## src/rtl/match_score_ctrl_if.sv

```systemverilog
// ============================================================================
// Module   : match_score_ctrl_if
// Purpose  : Button/judge inputs and score/status outputs of the match controller.
// Revision : 1.0
// ============================================================================
`default_nettype none

interface match_score_ctrl_if;
  logic       play;
  logic       new_match;
  logic       pa;
  logic       pb;
  logic       e;
  logic [2:0] score_a;
  logic [2:0] score_b;
  logic [3:0] ties;
  logic       round_done;
  logic       bad_round;
  logic       match_over;
  logic       winner_a;
  logic       winner_b;

  modport master (
    output play, new_match, pa, pb, e,
    input  score_a, score_b, ties, round_done, bad_round,
    input  match_over, winner_a, winner_b
  );

  modport slave (
    input  play, new_match, pa, pb, e,
    output score_a, score_b, ties, round_done, bad_round,
    output match_over, winner_a, winner_b
  );
endinterface

`default_nettype wire

```

## src/rtl/match_score_ctrl.sv

```systemverilog
// ============================================================================
// Module   : match_score_ctrl
// Purpose  : Round-by-round scorekeeper; a play press triggers one judged round.
// Revision : 1.0
// ============================================================================
`default_nettype none

module match_score_ctrl #(
  parameter int WIN_TARGET = 3
) (
  input  wire logic         clk,
  input  wire logic         rst,
  match_score_ctrl_if.slave bus
);

  typedef enum logic [1:0] {
    S_IDLE = 2'd0,
    S_EVAL = 2'd1,
    S_HOLD = 2'd2,
    S_OVER = 2'd3
  } state_t;

  localparam logic [2:0] c_win_target = 3'(WIN_TARGET);

  state_t     state_q;
  logic       play_q;
  logic [2:0] score_a_q;
  logic [2:0] score_b_q;
  logic [3:0] ties_q;
  logic       round_done_q;
  logic       bad_round_q;
  logic       match_over_q;
  logic       winner_a_q;
  logic       winner_b_q;

  logic       valid_d;
  logic [2:0] score_a_d;
  logic [2:0] score_b_d;
  logic [3:0] ties_d;

  // Exactly one of three bits set: odd parity, but not all three.
  always_comb begin
    valid_d   = (bus.pa ^ bus.pb ^ bus.e) & ~(bus.pa & bus.pb & bus.e);
    score_a_d = score_a_q;
    score_b_d = score_b_q;
    ties_d    = ties_q;
    if (valid_d && bus.pa) score_a_d = score_a_q + 3'd1;
    if (valid_d && bus.pb) score_b_d = score_b_q + 3'd1;
    if (valid_d && bus.e && (ties_q != 4'hF)) ties_d = ties_q + 4'd1;
  end

  always_ff @(posedge clk) begin
    if (rst) begin
      state_q      <= S_IDLE;
      play_q       <= 1'b1;
      score_a_q    <= 3'd0;
      score_b_q    <= 3'd0;
      ties_q       <= 4'd0;
      round_done_q <= 1'b0;
      bad_round_q  <= 1'b0;
      match_over_q <= 1'b0;
      winner_a_q   <= 1'b0;
      winner_b_q   <= 1'b0;
    end else begin
      play_q       <= bus.play;
      round_done_q <= 1'b0;
      bad_round_q  <= 1'b0;
      if (bus.new_match) begin
        state_q      <= S_IDLE;
        score_a_q    <= 3'd0;
        score_b_q    <= 3'd0;
        ties_q       <= 4'd0;
        match_over_q <= 1'b0;
        winner_a_q   <= 1'b0;
        winner_b_q   <= 1'b0;
      end else begin
        case (state_q)
          S_IDLE: if (bus.play && !play_q) state_q <= S_EVAL;
          S_EVAL: begin
            round_done_q <= 1'b1;
            bad_round_q  <= ~valid_d;
            score_a_q    <= score_a_d;
            score_b_q    <= score_b_d;
            ties_q       <= ties_d;
            if ((score_a_d == c_win_target) || (score_b_d == c_win_target)) begin
              state_q      <= S_OVER;
              match_over_q <= 1'b1;
              winner_a_q   <= (score_a_d == c_win_target);
              winner_b_q   <= (score_b_d == c_win_target);
            end else begin
              state_q <= S_HOLD;
            end
          end
          // Wait for release so a long press cannot score twice.
          S_HOLD: if (!bus.play) state_q <= S_IDLE;
          S_OVER: state_q <= S_OVER;
          default: state_q <= S_IDLE;
        endcase
      end
    end
  end

  assign bus.score_a    = score_a_q;
  assign bus.score_b    = score_b_q;
  assign bus.ties       = ties_q;
  assign bus.round_done = round_done_q;
  assign bus.bad_round  = bad_round_q;
  assign bus.match_over = match_over_q;
  assign bus.winner_a   = winner_a_q;
  assign bus.winner_b   = winner_b_q;

endmodule

`default_nettype wire

```

## src/flat_wrapper.sv

```systemverilog
// flat-port wrapper written by rule: the top's interface ports become plain ports
module match_score_ctrl_flat 
#(
  parameter int WIN_TARGET = 3
)
  (clk, rst, bus_play, bus_new_match, bus_pa, bus_pb, bus_e, bus_score_a, bus_score_b, bus_ties, bus_round_done, bus_bad_round, bus_match_over, bus_winner_a, bus_winner_b);
  match_score_ctrl_if bus_i ();
  input  wire logic clk;
  input  wire logic rst;
  input wire logic [$bits(bus_i.play)-1:0] bus_play;
  input wire logic [$bits(bus_i.new_match)-1:0] bus_new_match;
  input wire logic [$bits(bus_i.pa)-1:0] bus_pa;
  input wire logic [$bits(bus_i.pb)-1:0] bus_pb;
  input wire logic [$bits(bus_i.e)-1:0] bus_e;
  output wire logic [$bits(bus_i.score_a)-1:0] bus_score_a;
  output wire logic [$bits(bus_i.score_b)-1:0] bus_score_b;
  output wire logic [$bits(bus_i.ties)-1:0] bus_ties;
  output wire logic [$bits(bus_i.round_done)-1:0] bus_round_done;
  output wire logic [$bits(bus_i.bad_round)-1:0] bus_bad_round;
  output wire logic [$bits(bus_i.match_over)-1:0] bus_match_over;
  output wire logic [$bits(bus_i.winner_a)-1:0] bus_winner_a;
  output wire logic [$bits(bus_i.winner_b)-1:0] bus_winner_b;
  assign bus_i.play = bus_play;
  assign bus_i.new_match = bus_new_match;
  assign bus_i.pa = bus_pa;
  assign bus_i.pb = bus_pb;
  assign bus_i.e = bus_e;
  assign bus_score_a = bus_i.score_a;
  assign bus_score_b = bus_i.score_b;
  assign bus_ties = bus_i.ties;
  assign bus_round_done = bus_i.round_done;
  assign bus_bad_round = bus_i.bad_round;
  assign bus_match_over = bus_i.match_over;
  assign bus_winner_a = bus_i.winner_a;
  assign bus_winner_b = bus_i.winner_b;
  match_score_ctrl #(.WIN_TARGET(WIN_TARGET)) u_core (.clk(clk), .rst(rst), .bus(bus_i));
endmodule
```

## config.mk

```make
export PLATFORM = sky130hd
export DESIGN_NAME = match_score_ctrl_flat
export DESIGN_NICKNAME = d
export VERILOG_FILES = /design/src/rtl/match_score_ctrl_if.sv /design/src/rtl/match_score_ctrl.sv /design/src/flat_wrapper.sv
export SDC_FILE = /design/constraint.sdc
export NUM_CORES = 1
export LEC_CHECK = 0
export CAP_MARGIN = 20
export CORE_MARGIN = 2
export CORE_UTILIZATION = 35
export CTS_BUF_LIST = sky130_fd_sc_hd__clkbuf_8
export CTS_CLUSTER_SIZE = 28
export DETAILED_ROUTE_END_ITERATION = 12
export GPL_TIMING_DRIVEN = 0
export PLACE_DENSITY_LB_ADDON = 0.05
export SLEW_MARGIN = 30
export SYNTH_ARGS = -nofsm -noshare
export SYNTH_HDL_FRONTEND = slang
export SYNTH_SLANG_ARGS = --single-unit
```

## constraint.sdc

```tcl
create_clock -name clk -period 3.7 [get_ports clk]
set_clock_uncertainty 0.15 [all_clocks]
set_input_delay 0.74 -clock clk [delete_from_list [all_inputs] [get_ports clk]]
set_output_delay 0.74 -clock clk [all_outputs]
set_load 0.1 [all_outputs]
```

After elaboration in Yosys (flattened, before gate mapping)

Index checks and enable logic that the tools add are counted.

Flip-flop bits (word level): 18
Bits of input ports: 7
Output and inout port bits: 15
Word-level logic and storage cells: 49

Add/subtract/negate cells: 3
Eq/ne operators: 8
Muxes and demuxes: 7
Bitwise operators: 8
Reduce and logical (&&, ||, !) cells: 13

Operator list:

| operator                                                                | number |
|---|---|
| 2-bit case mux with 4 select lines                                      | 1 |
| 3-bit by 1-bit adder with 3-bit output, second input constant           | 2 |
| 3-bit by 2-bit == test with 1-bit output, second input constant         | 2 |
| 3-bit two-way mux                                                       | 2 |
| 2-bit AND reduction                                                     | 3 |
| 1-bit logical AND                                                       | 5 |
| 4-bit by 1-bit adder with 4-bit output, second input constant           | 1 |
| 2-bit == test, second input constant                                    | 2 |
| 2-bit two-way mux                                                       | 2 |
| 4-bit inequality test, second input constant                            | 1 |
| 1-bit bitwise AND                                                       | 3 |
| 1-bit NOT                                                               | 3 |
| 3-bit OR reduction                                                      | 1 |
| 2-bit by 1-bit == test with 1-bit output, second input constant         | 1 |
| 2-bit logical NOT                                                       | 1 |
| 1-bit two-way mux                                                       | 2 |
| 2-bit by 1-bit inequality test with 1-bit output, second input constant | 1 |
| 2-bit inequality test, second input constant                            | 1 |
| 2-bit OR reduction                                                      | 1 |
| 1-bit XOR                                                               | 2 |
| 1-bit logical NOT                                                       | 1 |
| 1-bit logical OR                                                        | 1 |

Longest topological paths before layout

Depth in word-level cells: 10
Mapped depth: 6
Gate-level depth less buffers: 6

Worst setup path before layout

Ideal clock, no wire load.

Path type: register -> register
Start point: register u_core.score_a_q[1] (netlist: u_core.bus.score_a[1])
End point: register u_core.winner_a_q (netlist: u_core.bus.winner_a)
Setup time: 0.116 ns
Data arrival time: 2.158 ns
Data required time: 3.434 ns
Path slack: 1.276 ns
Cell stages (with the launch flop): 6
Buffers on the path: 0
Clock period less this slack: 2.424 ns
Cells stage by stage: dfxtp_1 ha_1 a31o_2 a211oi_1 nor4_1 a31o_1

Cells in the longest elaborated chain, start to end: 5

Ends and longest elaborated chain:

| what                                       | line                                           | source |
|---|---|---|
| start: declaration                         | match_score_ctrl.sv:27                         | `logic [2:0] score_a_q;` |
| start signal: assignment                   | match_score_ctrl.sv:82                         | `score_a_q <= score_a_d;` |
| 3-bit by 1-bit adder with 3-bit output     | match_score_ctrl.sv:47                         | `if (valid_d && bus.pa) score_a_d = score_a_q + 3'd1;` |
| 3-bit two-way mux *                        | match_score_ctrl.sv:47                         |  |
| 3-bit by 2-bit == test with 1-bit output * | match_score_ctrl.sv:85, match_score_ctrl.sv:88 |  |
| 1-bit logical OR                           | match_score_ctrl.sv:85                         | `if ((score_a_d == c_win_target) \|\| (score_b_d == c_win_target)) begin` |
| 2-bit AND reduction (no source line)       | --                                             |  |
| end signal: assignment                     | match_score_ctrl.sv:88                         | `winner_a_q <= (score_a_d == c_win_target);` |
| end: declaration                           | match_score_ctrl.sv:33                         | `logic winner_a_q;` |

Every way passes the cells marked *; elsewhere a longest branch is shown, timed or not.
A chain may end at the register's enable or synchronous reset.

Final worst setup path

Start point: input bus_pb
End point: register u_core.state_q[0]

Cells in the longest elaborated chain, start to end: 10
Elaborated cells on any way between the ends: 15
Those cells by class: eq/ne (2); mux (4); bitwise (6); reduce/logical (3)

Ends and longest elaborated chain:

| what                                        | line                                           | source |
|---|---|---|
| start: declaration                          | flat_wrapper.sv:13                             | `input wire logic [$bits(bus_i.pb)-1:0] bus_pb;` |
| 1-bit bitwise AND (2 in series)             | match_score_ctrl.sv:43                         | `valid_d = (bus.pa ^ bus.pb ^ bus.e) & ~(bus.pa & bus.pb & bus.e);` |
| 1-bit NOT                                   | match_score_ctrl.sv:43                         |  |
| 1-bit bitwise AND                           | match_score_ctrl.sv:43                         |  |
| 1-bit logical AND, on equally long branches | match_score_ctrl.sv:47, match_score_ctrl.sv:48 |  |
| 3-bit two-way mux, on equally long branches | match_score_ctrl.sv:47, match_score_ctrl.sv:48 |  |
| 3-bit by 2-bit == test with 1-bit output    | match_score_ctrl.sv:85                         |  |
| 1-bit logical OR *                          | match_score_ctrl.sv:85                         |  |
| 1-bit two-way mux *                         | match_score_ctrl.sv:85                         |  |
| 2-bit case mux with 4 select lines *        | match_score_ctrl.sv:77                         | `case (state_q)` |
| end signal: assignment                      | match_score_ctrl.sv:78                         | `S_IDLE: if (bus.play && !play_q) state_q <= S_EVAL;` |
| end signal: assignment                      | match_score_ctrl.sv:86                         | `state_q <= S_OVER;` |
| end signal: assignment                      | match_score_ctrl.sv:91                         | `state_q <= S_HOLD;` |
| end: declaration                            | match_score_ctrl.sv:25                         | `state_t state_q;` |

Marked as above.

==> impl_metrics.prom <==
# TYPE chip_impl_metric gauge
chip_impl_metric{name="final_hold_vio_count",unit=""} 0
chip_impl_metric{name="finish.utilization",unit=""} 0.496
chip_impl_metric{name="clock_sink_count",unit=""} 18
chip_impl_metric{name="crit_path_max_fanout",unit=""} 8
chip_impl_metric{name="layout.nets",unit=""} 144
chip_impl_metric{name="post_cts_resized",unit=""} 0
chip_impl_metric{name="drt_iter0_drc",unit=""} 14
chip_impl_metric{name="chip_width",unit="um"} 56.3
chip_impl_info{name="worstHoldStart",value="u_core.bus.match_over$_SDFFE_PP0P_"} 1
chip_impl_metric{name="max_freq",unit="GHz"} 0.341
chip_impl_metric{name="max_h_tree_level",unit=""} 1
chip_impl_metric{name="rrSetupSlack",unit="ns"} 1.84
chip_impl_metric{name="cts-buffers-inserted",unit=""} 3
chip_impl_metric{name="vdd.ir_drop.worst",unit="uV"} 312
chip_impl_info{name="hold-path-endpoint",value="u_core.bus.match_over$_SDFFE_PP0P_"} 1
chip_impl_info{name="worst_r2r_dst",value="u_core.state_q[0]$_SDFFE_PP0P_"} 1
chip_impl_metric{name="route.final.wire_length",unit="um"} 1980
chip_impl_metric{name="synthesis.area_per_instance",unit="um2"} 8.96
chip_impl_metric{name="place.detailed.hpwl",unit="um"} 1510
chip_impl_metric{name="critical_path_arrival",unit="ns"} 2.90
chip_impl_metric{name="detailedRoute.firstPassIterationCount",unit=""} 4
chip_impl_metric{name="ys_async_sr_fraction",unit=""} 0
chip_impl_metric{name="timing.final.crit_share",unit=""} 0.793
chip_impl_metric{name="rr_worst_depth",unit=""} 5
chip_impl_metric{name="routed_via_density",unit=""} 5.26
chip_impl_metric{name="vias_in_the_first_global_route",unit=""} 735
chip_impl_metric{name="p_sw_frac",unit=""} 0.215
chip_impl_metric{name="routed_wirelength_normalized_by_instance_count",unit="um"} 12.2
chip_impl_info{name="status",value="finished, final reports clean"} 1
chip_impl_metric{name="placeableCoreArea",unit="um2"} 2540
chip_impl_metric{name="multiInputGateArea",unit="um2"} 568
chip_impl_metric{name="power.share.sequential",unit=""} 0.502
chip_impl_metric{name="globalplace.congestion",unit=""} 0.697
chip_impl_metric{name="switchingPower",unit="mW"} 0.0839
chip_impl_metric{name="placement.io_buffers",unit=""} 21
chip_impl_metric{name="power.share.clock",unit=""} 0.399
chip_impl_metric{name="timing_max_transition_violations_final",unit=""} 0
chip_impl_metric{name="routed-via-count",unit=""} 852
chip_impl_metric{name="maxSlewHeadroom",unit=""} 0.351
chip_impl_info{name="timing_worst_setup_path_type",value="in -> reg"} 1
chip_impl_info{name="rsz0062_at_grt",value="false"} 1
chip_impl_metric{name="hold-path-cell-count",unit=""} 2
chip_impl_info{name="mostFrequentLayoutCells",value="sky130_fd_sc_hd__clkdlybuf4s50_1 (21), sky130_fd_sc_hd__dfxtp_1 (18), sky130_fd_sc_hd__nor2_1 (14), sky130_fd_sc_hd__o21ai_0 (5), sky130_fd_sc_hd__nand3_1 (5)"} 1
chip_impl_metric{name="setup_viol",unit=""} 0
chip_impl_metric{name="grt.total_usage",unit=""} 0.134
chip_impl_metric{name="cp_data_required_time",unit="ns"} 3.67
chip_impl_metric{name="row_count",unit=""} 18
chip_impl_metric{name="fillerInstances",unit=""} 253
chip_impl_metric{name="leak_pwr",unit="nW"} 0.466
chip_impl_metric{name="maxCapViolCount",unit=""} 0
chip_impl_metric{name="initial_core_util",unit=""} 0.377
chip_impl_info{name="r2r-start",value="u_core.bus.score_a[0]$_SDFFE_PP0P_"} 1
chip_impl_metric{name="synth.ff_latch_count",unit=""} 18
chip_impl_metric{name="internal_power",unit="mW"} 0.306
chip_impl_metric{name="clkSlewWorstSetupHoldPaths",unit="ns"} 0.06
chip_impl_metric{name="ant_diodes",unit=""} 0
chip_impl_metric{name="netlist_area",unit="um2"} 958
chip_impl_metric{name="clk_latency",unit="ns"} 0.25
chip_impl_metric{name="fp.dieH",unit="um"} 56.3
chip_impl_info{name="timing.critical_path.to_type",value="register"} 1
chip_impl_info{name="dominantRegCellSynth",value="sky130_fd_sc_hd__dfxtp_1"} 1
chip_impl_metric{name="post_synthesis_cell_type_count",unit=""} 40
chip_impl_info{name="mostFrequentLayoutCell",value="sky130_fd_sc_hd__clkdlybuf4s50_1"} 1
chip_impl_metric{name="dp_cells",unit=""} 158
chip_impl_metric{name="fin_cells",unit=""} 162
chip_impl_metric{name="antenna_left",unit=""} 0
chip_impl_metric{name="synth_fp_nets",unit=""} 118
chip_impl_metric{name="die_area",unit="um2"} 3170
chip_impl_metric{name="drc",unit=""} 0
chip_impl_info{name="cp-start-kind",value="input port"} 1
chip_impl_metric{name="finalSetupTns",unit="ns"} 0
chip_impl_metric{name="post_synth_inst_count",unit=""} 107
chip_impl_metric{name="comb_power_share",unit=""} 0.099
chip_impl_metric{name="first_pass_grt_wire_length",unit="um"} 3430
chip_impl_metric{name="grt_remaining_overflow",unit=""} 0
chip_impl_metric{name="area.sequential",unit="um2"} 360
chip_impl_metric{name="cts_setup_buffers",unit=""} 0
chip_impl_metric{name="min_period",unit="ns"} 2.93
chip_impl_metric{name="area_growth_syn_to_layout",unit="%"} 31.6
chip_impl_metric{name="hold_buffers",unit=""} 0
chip_impl_info{name="cts_tree",value="built"} 1
chip_impl_info{name="clock_tree.root_cell",value="sky130_fd_sc_hd__clkbuf_8"} 1
chip_impl_metric{name="grt_max_degree",unit=""} 11
chip_impl_metric{name="antenna_violations_before_repair",unit=""} 0
chip_impl_metric{name="layout_cell_share_with_drive_strength_beyond_1",unit=""} 0.0985
chip_impl_metric{name="synth-edff-count",unit=""} 0
chip_impl_metric{name="tightestPinTransition",unit="ns"} 0.971
chip_impl_metric{name="io-pin-count",unit=""} 22
chip_impl_metric{name="clock_path_buffers",unit=""} 2
chip_impl_metric{name="pwr_density_cell",unit="nW/um2"} 309
chip_impl_metric{name="synth_sequential_area_ratio",unit=""} 0.376
chip_impl_metric{name="yosys_warnings",unit=""} 0
chip_impl_info{name="hold_path.class",value="reg -> reg"} 1
==> registers in the layout, summed over array words and instances, names as in the netlist <==
register and count:
u_core.bus.bad_round 1, u_core.bus.match_over 1, u_core.bus.round_done 1, u_core.bus.score_a 3
u_core.bus.score_b 3, u_core.bus.ties 4, u_core.bus.winner_a 1, u_core.bus.winner_b 1
u_core.play_q 1, u_core.state_q 2
==> critical path, cell delays in order <==
cell and delay, ns:
sky130_fd_sc_hd__clkdlybuf4s50_1 0.54, sky130_fd_sc_hd__ha_1 0.46, sky130_fd_sc_hd__nor2b_2 0.24, sky130_fd_sc_hd__a31o_2 0.25, sky130_fd_sc_hd__a211oi_1 0.39, sky130_fd_sc_hd__or2_1 0.20
sky130_fd_sc_hd__a31oi_1 0.08
==> metal layers <==
metal | share of wire | routed length [um] | global-route usage
met1 | 0.48 | 943 | 0.182
met3 | 0.037 | 74 | 0.0507
met4 | 0 | 0 | 0.0204
met5 | 0 | 0 | 0
met2 | 0.49 | 963 | 0.208
==> cell families (layout without fill, tap and decap cells) <==
family	count (synthesis)	count (layout)	share of synthesized area
XOR/XNOR	6	6	0.0548
buffers and inverters	6	31	0.0313
multiplexers	3	3	0.0313
AND/OR/NAND/NOR	46	46	0.281
flip-flops	18	18	0.376
adder cells (fa/ha/maj)	4	4	0.0522
AO/OA/AOI/OAI	24	24	0.174
==> worst max-delay path by stage <==
stage / end / depth (start not counted) / startpoint / slack (ns)
finish: u_core.state_q[0]$_SDFFE_PP0P_ / 7 / bus_pb / 0.77
global route: u_core.state_q[0]$_SDFFE_PP0P_ / 7 / bus_pb / 0.58
CTS: u_core.bus.winner_a$_SDFFE_PP0P_ / 7 / bus_pb / 0.78
detailed placement: u_core.bus.winner_a$_SDFFE_PP0P_ / 7 / bus_pb / 0.51
global placement: u_core.bus.winner_a$_SDFFE_PP0P_ / 7 / bus_pb / 0.52
floorplan: u_core.bus.winner_a$_SDFFE_PP0P_ / 5 / u_core.bus.score_a[1]$_SDFFE_PP0P_ / 1.28
==> synth_stat cells, drive strengths merged, types with 2 or more instances <==
cell / number / area (um2)
inv: 3 / 11.3
a21oi: 4 / 20.0
dfxtp: 18 / 360
and2b: 2 / 15.0
a211oi: 2 / 15.0
xnor2: 2 / 17.5
nor2b: 3 / 21.3
nand3: 5 / 25.0
nand3b: 2 / 15.0
mux2i: 3 / 30.0
and3: 4 / 27.5
a31oi: 2 / 12.5
o21a: 2 / 15.0
a31o: 3 / 26.3
xor2: 4 / 35.0
nor4: 2 / 12.5
ha: 4 / 50.1
nand2: 3 / 11.3
nor2: 14 / 52.6
clkbuf: 2 / 7.51
or2: 3 / 18.8
o21ai: 6 / 33.8
nand2b: 2 / 12.5
==> metrics by stage <==
stage,area (um2),power [mW],hold WS (ns),setup WS (ns)
floorplan,958,0.223,0.330,1.28
finish,1260,0.390,0.328,0.767
CTS,1260,0.396,0.332,0.777
global route,1260,0.409,0.357,0.578
detailed placement,1210,0.239,0.321,0.513
global placement,1210,0.238,0.314,0.518
==> power by group through the flow <==
stage | Clock (mW) | Combinational, mW | Sequential, mW
after floorplan | 0 | 0.0218 | 0.202
after global placement | 0 | 0.0383 | 0.200
after detailed placement | 0 | 0.0385 | 0.200
after CTS | 0.161 | 0.0389 | 0.196
after global routing | 0.171 | 0.0426 | 0.196
final | 0.155 | 0.0386 | 0.196
==> area by class of cell <==
class                      count  area share
timing repair buffer          21       0.167
multi-input combinational     83       0.450
sequential                    18       0.286
inverter                       3     0.00893
clock buffer                   4      0.0437
buffer                         3      0.0149
tap                           30      0.0298
(Power assumes the default switching activity.)
